$ cat src/rtl/branch_pred_pipe_pkg.sv
// Shared types and constants for the branch prediction pipeline slice.
// pred_meta_t carries the predictor's fetch-side outputs down the D and E
// pipeline registers. META_PC_W fixes the PC field width and must match the
// XLEN parameter of branch_pred_pipe.
package branch_pred_pipe_pkg;

    localparam int META_PC_W   = 32;
    localparam int INSTR_BYTES = 4;

    typedef struct packed {
        logic                 valid;
        logic [META_PC_W-1:0] pc;
        logic                 pred;
        logic [META_PC_W-1:0] npc_pred;
    } pred_meta_t;

    localparam pred_meta_t PRED_META_ZERO = '0;

endpackage

$ cat src/rtl/branch_pred_pipe_stat.sv
// pred_stat_counter: saturating statistics counter.
// Ports:
//   clk, rst : clock, async active-high reset (clears count)
//   en       : count one event this cycle
//   count    : current value; sticks at all-ones instead of wrapping
module pred_stat_counter #(
    parameter int CNT_W = 32
) (
    input  logic             clk,
    input  logic             rst,
    input  logic             en,
    output logic [CNT_W-1:0] count
);

    always_ff @(posedge clk or posedge rst) begin
        if (rst)
            count <= '0;
        else if (en && (count != {CNT_W{1'b1}}))
            count <= count + CNT_W'(1);
    end

endmodule

$ cat src/rtl/branch_pred_pipe.sv
// branch_pred_pipe: carries predictor metadata (taken bit, predicted target,
// PC) through the D and E registers, resolves the prediction in E against
// the real branch outcome, redirects fetch on a mispredict and squashes the
// wrong-path metadata. Also keeps saturating branch/taken/mispredict counts.
// Ports:
//   clk, rst                       : clock, async active-high reset
//   PCF, PredF, NPC_PredF, ValidF  : fetch-stage predictor outputs
//   StallD, StallE, FlushE         : hazard-unit controls
//   IsBranchE, BranchE, BrNPC      : actual branch resolution in E
//   PCE, PredE, NPC_PredE          : E-stage metadata, to predictor update
//   RedirectE, RedirectPC          : fetch redirect on mispredict
//   BranchCnt, TakenCnt, MispredCnt: statistics
module branch_pred_pipe
    import branch_pred_pipe_pkg::*;
#(
    parameter int XLEN  = 32,
    parameter int CNT_W = 32
) (
    input  logic             clk,
    input  logic             rst,
    input  logic [XLEN-1:0]  PCF,
    input  logic             PredF,
    input  logic [XLEN-1:0]  NPC_PredF,
    input  logic             ValidF,
    input  logic             StallD,
    input  logic             StallE,
    input  logic             FlushE,
    input  logic             IsBranchE,
    input  logic             BranchE,
    input  logic [XLEN-1:0]  BrNPC,
    output logic [XLEN-1:0]  PCE,
    output logic             PredE,
    output logic [XLEN-1:0]  NPC_PredE,
    output logic             RedirectE,
    output logic [XLEN-1:0]  RedirectPC,
    output logic [CNT_W-1:0] BranchCnt,
    output logic [CNT_W-1:0] TakenCnt,
    output logic [CNT_W-1:0] MispredCnt
);

    pred_meta_t meta_d, meta_e;
    logic       mispred, retire, actual_taken;

    // Flush has priority over stall in both registers.
    always_ff @(posedge clk or posedge rst) begin
        if (rst)
            meta_d <= PRED_META_ZERO;
        else if (RedirectE)
            meta_d <= PRED_META_ZERO;
        else if (!StallD)
            meta_d <= '{valid: ValidF, pc: PCF, pred: PredF, npc_pred: NPC_PredF};
    end

    always_ff @(posedge clk or posedge rst) begin
        if (rst)
            meta_e <= PRED_META_ZERO;
        else if (RedirectE || FlushE)
            meta_e <= PRED_META_ZERO;
        else if (!StallE)
            meta_e <= meta_d;
    end

    assign PCE       = meta_e.pc;
    assign PredE     = meta_e.pred;
    assign NPC_PredE = meta_e.npc_pred;

    assign actual_taken = IsBranchE & BranchE;

    // Wrong direction, wrong target, or a taken prediction on a non-branch
    // (predictor alias) are all mispredicts.
    always_comb begin
        mispred = 1'b0;
        if (meta_e.valid) begin
            if (actual_taken)
                mispred = !meta_e.pred || (meta_e.npc_pred != BrNPC);
            else
                mispred = meta_e.pred;
        end
    end

    // Redirect only on the cycle the instruction actually leaves E, so a
    // stalled mispredict fires exactly once.
    assign RedirectE  = mispred & ~StallE;
    assign RedirectPC = !RedirectE   ? '0
                      : actual_taken ? BrNPC
                      :                meta_e.pc + XLEN'(INSTR_BYTES);

    assign retire = meta_e.valid & ~StallE;

    pred_stat_counter #(.CNT_W(CNT_W)) u_branch_cnt (
        .clk(clk), .rst(rst), .en(retire & IsBranchE), .count(BranchCnt)
    );

    pred_stat_counter #(.CNT_W(CNT_W)) u_taken_cnt (
        .clk(clk), .rst(rst), .en(retire & actual_taken), .count(TakenCnt)
    );

    pred_stat_counter #(.CNT_W(CNT_W)) u_mispred_cnt (
        .clk(clk), .rst(rst), .en(RedirectE), .count(MispredCnt)
    );

endmodule

$ cat config.mk
export PLATFORM = sky130hd
export DESIGN_NAME = branch_pred_pipe
export DESIGN_NICKNAME = d
export VERILOG_FILES = /design/src/rtl/branch_pred_pipe_pkg.sv /design/src/rtl/branch_pred_pipe_stat.sv /design/src/rtl/branch_pred_pipe.sv
export SDC_FILE = /design/constraint.sdc
export NUM_CORES = 1
export LEC_CHECK = 0
export ABC_AREA = 1
export BUFFER_PORTS_ARGS = -buffer_cell sky130_fd_sc_hd__buf_4
export CAP_MARGIN = 20
export CORE_MARGIN = 1
export CORE_UTILIZATION = 55
export DETAILED_ROUTE_END_ITERATION = 6
export GPL_TIMING_DRIVEN = 0
export PLACE_DENSITY_LB_ADDON = 0.05
export SETUP_SLACK_MARGIN = 0.05
export SLEW_MARGIN = 20
export SYNTH_ARGS = -nofsm -noshare
export SYNTH_HDL_FRONTEND = slang
export SYNTH_HIERARCHICAL = 1
export SYNTH_SLANG_ARGS = --single-unit
$ cat constraint.sdc
create_clock -name clk -period 9.3 [get_ports clk]
set_clock_uncertainty 0.1 [all_clocks]
set_input_delay 0.465 -clock clk [delete_from_list [all_inputs] [get_ports clk]]
set_output_delay 0.465 -clock clk [all_outputs]
set_load 0.05 [all_outputs]
==> results by group, run 1 <==
Run status
  • Status: complete, no violations

Clocking
  • CTS tree: built
  • CTS Hold Buffers Added: 1
  • H-tree Lvls: 1
  • Clk root buf: clkbuf_16
  • Clock sink count: 228
  • # Post-CTS Setup Buffers: 0
  • Max Buffers Root-to-Sink: 3
  • Post_cts resized: 0
  • Reg clk slew, reported paths: 60 ps
  • Clk Latency, worst-skew pair: 530 ps
  • CTS buffer count: 26

Floorplan
  • Top-level I/O count: 299
  • Die area: 27100 um2
  • Initial Utilization: 55.9%
  • Vert. Die Dim: 165 um
  • # rows: 59
  • Core Area: 26000 um2
  • Die width: 165 um

STA
  • Setup TNS: 0 ps
  • Hold Slack: 83.6 ps
  • Final Hold Fails: 0
  • Period minus WS final: 3450 ps
  • Crit share post-route: 37.1%
  • Pins over their slew limit: 0
  • Fmax achieved: 0.290 GHz
  • Slew headroom: 34.0%
  • # setup viols final: 0
  • RSZ-0062 raised after global routing: false
  • Worst-margin pin slew: 990 ps

Setup path
  • CP top delay family: simple AND/OR/NAND/NOR gates
  • Setup crit start kind: flip-flop
  • WS Path Type: flip-flop to primary output
  • Reg2Reg Depth: 16
  • CP bufs+invs: 3
  • Critical Path AT: 2880 ps
  • Crit Reg-Reg Endpoint: u_mispred_cnt/count[5]
  • RR Startpoint: NPC_PredE[31]
  • WP data required: 8740 ps
  • CP Launch Point: PCE[2]
  • Crit-path max FO: 6
  • CP cell instances: ha_1 > nand2_1 > inv_1 > nand3_1 > nor2_1 > inv_1 > o21ai_0 > nand3_1 > o21ai_0 > nor2_1 > buf_4
  • Crit path max-delay cell type: dfrtp_1
  • Flop2flop setup slack: 6610 ps
  • CP Capture Type: primary output
  • Max incr delay on CP: 530 ps

Finish
  • Finished layout cell area: 18200 um2
  • Share of layout cells above drive strength 1: 20.3%
  • Layout net count: 2555
  • Synth-to-Final Area Change: 25.0%
  • Final Instance Count excl. Fillers: 2802

Synthesis
  • Distinct cell type count after synthesis: 33
  • Syn Inst Count: 2119
  • Yosys warnings: 6
  • Register bit count reported by yosys: 228
  • Post-Syn Area: 14500 um2
  • Seq/Total Area, Yosys: 39.3%
  • Post-Syn Nets: 2228
  • Syn Area/Cell: 6.86 um2

GRT
  • Gr ovfl total: 0
  • Antenna violations before repair: 2
  • Vias in the first global route: 13.4k
  • First-pass GRT wire length: 70600 um
  • Gr usage total: 33.9%
  • Largest net degree at the start of global routing: 71

Placed design
  • Dpl cells: 2752
  • GP Congestion: 0.986
  • DP Area: 17200 um2
  • Port bufs: 297
  • Detailed-placement wirelength estimate: 35700 um

Power
  • Clock share of power: 39.4%
  • Max IR drop VDD: 0.000151 V
  • Total net switching power: 0.000860 W
  • Int Pwr: 0.00195 W
  • Switching Fraction: 30.6%
  • Overall power: 0.00281 W
  • Pwr/cell area: 155 nW/um2
  • Reg power frac: 40.6%
  • Share of total power in combinational logic: 20.0%
  • Leakage: 9.47 nW

Routing
  • Initial DRC count: 1459
  • First-pass iteration count of the detailed router: 5
  • WL final: 46500 um
  • Post-route ant nets: 0
  • Vias per cell: 5.24
  • Remaining DRCs: 0
  • Routed WL per cell: 16.6 um
  • Via count: 14.7k

Min path
  • Hold crit path type: input pin to flip-flop
  • Hold Path Sink: meta_d[25]
  • Hold Path Cell Cnt: 3
  • Hold_sp: NPC_PredF[25]

Flow run
  • Max-cap violations: 0
==> routing by layer <==
metal | track usage (%) | wire length, um | vias up
met1 | 47.0 | 19800 | 6854
li1 | - | - | 7095
met3 | 4.52 | 4080 | 81
met2 | 54.5 | 21300 | 640
met4 | 11.1 | 1340 | 0
met5 | 0 | 0 | -
==> worst register-to-register path: stages (launching register included) <==
cell and delay, ps:
dfrtp_1 450, inv_1 90, a21oi_1 140, nand3_1 160, nor2_1 130, nand2_1 50, nor2_1 170, nand2_1 100
nand2_2 190, inv_2 90, buf_2 250, inv_1 150, a21oi_1 70, buf_6 160, buf_6 140, nand2_1 80
nand2_1 60
==> cell usage in the layout (no fill, tap or decap), types with 2 or more instances in the layout <==
cell type and n:
buf_2 15, nand3_1 73, a22oi_1 2, xnor2_1 22, clkinv_2 3, inv_2 7, clkbuf_8 9, o21ai_0 80
nand2_2 11, mux2i_1 68, nor2_4 3, buf_4 364, nand2_4 6, buf_6 15, nor2_8 3, a21oi_1 35
nand4_1 11, ha_1 4, nor2_2 22, bufinv_16 3, nor3_1 13, clkbuf_1 26, buf_1 2, inv_1 186
buf_8 6, clkbuf_16 27, nand2_1 811, nor2_1 365, nand3b_4 3, nand3b_1 6, xor2_1 27, diode_2 2
dfrtp_1 228
==> synth_stat cells <==
cell / count / share of area, %
nand2_1: 811 / 21
nor2_1: 365 / 9.4
dfrtp_1: 228 / 39
inv_1: 190 / 4.9
o21ai_0: 80 / 2.8
nand3_1: 73 / 2.5
mux2i_1: 68 / 4.7
buf_4: 67 / 3.5
a21oi_1: 35 / 1.2
xor2_1: 27 / 1.6
clkbuf_1: 22 / 0.57
nor2_2: 22 / 0.95
xnor2_1: 22 / 1.3
buf_2: 15 / 0.52
buf_6: 15 / 1.2
nor3_1: 13 / 0.45
nand2_2: 11 / 0.47
nand4_1: 11 / 0.47
buf_8: 6 / 0.62
nand2_4: 6 / 0.47
nand3b_1: 6 / 0.31
ha_1: 4 / 0.34
inv_2: 4 / 0.10
nand3b_4: 3 / 0.41
nor2_4: 3 / 0.23
nor2_8: 3 / 0.41
a22oi_1: 2 / 0.10
buf_1: 2 / 0.052
a211oi_1: 1 / 0.052
a31oi_1: 1 / 0.043
clkinv_1: 1 / 0.026
nor3b_1: 1 / 0.052
or2_2: 1 / 0.043
==> how the worst max path moves through the flow <==
stage / cells past startpoint / endpoint
3_3_place_gp: 2 / meta_d[22]
2_1_floorplan: 1 / NPC_PredE[0]
6_report: 11 / RedirectPC[18]
5_1_grt: 11 / RedirectPC[18]
3_5_place_dp: 7 / RedirectPC[10]
4_1_cts: 11 / RedirectPC[18]
==> power groups by stage <==
stage	clock network, W	logic (W)	registers (W)
2_1_floorplan	0	0.000333	0.00118
3_3_place_gp	0	0.000544	0.00115
3_5_place_dp	0	0.000556	0.00115
4_1_cts	0.00111	0.000559	0.00114
5_1_grt	0.00115	0.000606	0.00115
6_report	0.00111	0.000560	0.00114
==> final cells by class <==
| cell class | instances | area [um2] |
|---|---|---|
| Fill cell | 2301 | 7830 |
| Multi-Input combinational cell | 1569 | 7160 |
| Sequential cell | 228 | 5710 |
| Timing Repair Buffer | 299 | 2270 |
| Buffer | 127 | 927 |
| Clock buffer | 40 | 815 |
| Inverter | 195 | 739 |
| Tap cell | 335 | 419 |
| Clock inverter | 7 | 113 |
| Antenna cell | 2 | 5.00 |
==> flip-flops by register name, indices dropped and copies added, names as in the netlist <==
register / cells
u_taken_cnt/count: 32
u_branch_cnt/count: 32
PredE: 1
meta_d: 66
meta_e: 1
PCE: 32
u_mispred_cnt/count: 32
NPC_PredE: 32
==> cells by family after synthesis <==
kind of cell | share of synthesized area [%]
XOR/XNOR | 2.95
buffers and inverters | 11.4
adder cells (fa/ha/maj) | 0.344
AND/OR/NAND/NOR | 37.2
multiplexers | 4.68
AO/OA/AOI/OAI | 4.16
flip-flops | 39.3
==> metrics by stage <==
stage,setup slack [ps],util [%]
final,5850,69.9
after detailed placement,6450,66.2
after floorplan,5210,-
after global placement,3590,66.1
after CTS,5990,69.8
after global routing,5770,69.9
(Power assumes the default switching activity.)
==> inputs of run 2 (changes only) <==
clock period = 3.4 ns   (was 9.3 ns; I/O delays follow)
==> run 2 against run 1 <==
Power increased to 2.8 times the previous value; die area unchanged; count of clock-buffer cells in the layout fell by 11; largest cell class unchanged; via count grew 2.3%; first-iteration DRC count down 2.2%; worst setup slack lost 5600 ps; cell count grew 2.5%; global-route usage increased by 1.5 points; largest power group unchanged; clock power increased to 2.7 times the previous value.
==> results by group, run 2 (same netlist as run 1, synthesis figures left out) <==
STA
  • Final Hold Fails: 0 (unchanged)
  • Setup TNS: 0 ps (unchanged)
  • # setup viols final: 0 (unchanged)
  • Fmax achieved: 0.317 GHz
  • Period minus WS final: 3150 ps
  • Pins over their slew limit: 0 (unchanged)
  • Worst-margin pin slew: 979 ps (-11.0 ps)
  • RSZ-0062 raised after global routing: false
  • Slew headroom: 34.7% (+0.74 points)
  • Crit share post-route: 92.7%

Routing
  • Via count: 15.0k (+2.3%)
  • WL final: 48000 um (+3.2%)
  • Initial DRC count: 1427 (-2.2%)
  • First-pass iteration count of the detailed router: 5 (unchanged)
  • Remaining DRCs: 0 (unchanged)
  • Vias per cell: 5.23 (-0.20%)
  • Routed WL per cell: 16.7 um (+0.64%)
  • Post-route ant nets: 0 (unchanged)

Setup path
  • Crit path to: RedirectPC[18]
  • CP Launch Point: PCE[2]
  • WP data required: 3130 ps (-5610 ps)
  • Setup crit start kind: flip-flop
  • RR Startpoint: NPC_PredE[2]
  • Crit Reg-Reg Endpoint: u_mispred_cnt/count[7]
  • Crit-path max FO: 6 (unchanged)
  • Reg2Reg Depth: 16 (unchanged)
  • Flop2flop setup slack: 760 ps (-5850 ps)
  • WS Path Type: flip-flop to primary output
  • Critical Path AT: 2880 ps (about the same)
  • CP Capture Type: primary output

Power
  • Max IR drop VDD: 0.000492 V (+230%)
  • Overall power: 0.00777 W (+180%)
  • Pwr/cell area: 412 nW/um2 (+170%)
  • Leakage: 9.77 nW (+3.1%)

Floorplan
  • # rows: 59 (unchanged)
  • Die width: 165 um (unchanged)
  • Initial Utilization: 55.9% (unchanged)
  • Core Area: 26000 um2 (unchanged)
  • Die area: 27100 um2 (unchanged)
  • Top-level I/O count: 299 (unchanged)
  • Vert. Die Dim: 165 um (unchanged)

Clocking
  • CTS tree: built
  • Reg clk slew, reported paths: 60 ps (about the same)
  • Max Buffers Root-to-Sink: 3 (unchanged)
  • Clk Latency, worst-skew pair: 540 ps (about the same)
  • Clock sink count: 228 (unchanged)
  • # Post-CTS Setup Buffers: 0 (unchanged)
  • H-tree Lvls: 1 (unchanged)
  • Clk root buf: clkbuf_16
  • CTS buffer count: 26 (unchanged)

Finish
  • Most frequent cells in the layout: nand2_1 (811), nor2_1 (365), buf_4 (364)
  • Top reg by flops: meta_d
  • Share of layout cells above drive strength 1: 20.0% (-0.29 points)
  • Multi-input logic area: 7160 um2 (unchanged)
  • Layout fillers: 2158 (-6.2%)
  • Commonest non-fill, non-tap cell in the layout: nand2_1
  • Max FFs per register: 66 (unchanged)
  • Layout net count: 2625 (+2.7%)
  • Register area: 5710 um2 (unchanged)
  • Synth-to-Final Area Change: 29.9%

GRT
  • Gr ovfl total: 0 (unchanged)
  • Largest net degree at the start of global routing: 33 (-54%)
  • First-pass GRT wire length: 73800 um (+4.6%)
  • Vias in the first global route: 14.1k (+5.5%)
  • Antenna violations before repair: 2 (unchanged)
  • Gr usage total: 35.3% (+1.5 points)

Placed design
  • Detailed-placement wirelength estimate: 36100 um (+1.0%)
  • Port bufs: 297 (unchanged)
  • GP Congestion: 0.967 (-2.0%)

Min path
  • Hold Path Cell Cnt: 7 (+4)
  • Hold crit path type: input pin to flip-flop

Flow run
  • Max-cap violations: 0 (unchanged)

Run status
  • Status: complete, no violations
-- run 2: changes by cell type in the layout (fill, tap and decap cells not counted) --
cell           previous run  this run
buf_12                    0         4
clkinv_2                  3        11
clkbuf_8                  9         1
dlygate4sd3_1             1        68
bufinv_16                 3         5
clkbuf_1                 26        23
inv_8                     1         0
buf_16                    1         0
clkinvlp_4                1         4
-- run 2: how the worst min path moves through the flow --
stage | startpoint | endpoint | slack [ps]
6_report | IsBranchE | u_branch_cnt/count[19] | 110
5_1_grt | IsBranchE | u_branch_cnt/count[19] | 140
4_1_cts | IsBranchE | u_branch_cnt/count[19] | 90
3_5_place_dp | rst | NPC_PredE[30] | 230
3_3_place_gp | NPC_PredF[0] | meta_d[0] | 320
2_1_floorplan | rst | u_branch_cnt/count[0] | 190
-- run 2: metrics by stage --
step | hold WS, ps | cell area [um2] | worst slack [ps] | utilization [%] | cells
3_5_place_dp | 233 | 17300 | 834 | 66.4 | 2755
6_report | 113 | 18900 | 248 | 72.6 | 2873
5_1_grt | 141 | 18900 | 170 | 72.6 | 2873
4_1_cts | 94.1 | 18900 | 351 | 72.6 | 2871
3_3_place_gp | 324 | 17200 | 544 | 66.1 | 2751
2_1_floorplan | 186 | 14500 | 1000 | - | 2119
-- run 2: area by class of cell --
type / count / share of cell area [%]
Tap cell: 335 / 2.22
Clock buffer: 29 / 3.67
Clock inverter: 19 / 1.21
Timing Repair Buffer: 369 / 15.8
Buffer: 127 / 4.91
Inverter: 195 / 3.90
Multi-Input combinational cell: 1569 / 38.0
Antenna cell: 2 / 0.0265
Sequential cell: 228 / 30.2
-- run 2: timing repair --
item	in CTS	in global routing
gates resized for setup	0	0
hold buffers	68	0
hold endpoints to repair	189	0
-- run 2: routing by layer --
| metal | wire, um | part of all wire (%) | track usage [%] |
|---|---|---|---|
| met3 | 4280 | 8.9 | 6.15 |
| met5 | 0 | 0 | 0 |
| met2 | 21800 | 45 | 56.5 |
| met4 | 1570 | 3.3 | 11.9 |
| met1 | 20300 | 42 | 48.4 |
-- run 2: report_power, final --
group	internal, W	switching [W]	total, W
Combinational	0.000600	0.00101	0.00161
Sequential	0.00291	0.000202	0.00311
Clock	0.00184	0.00120	0.00304
Total	0.00536	0.00241	0.00777
-- run 2: critical path, stage by stage, from the launching register on --
cell,delay [ps]
dfrtp_1,490
ha_1,250
nand2_1,60
inv_1,120
nand3_1,120
nor2_1,310
inv_1,100
o21ai_0,350
nand3_1,160
o21ai_0,110
nor2_1,70
buf_4,190
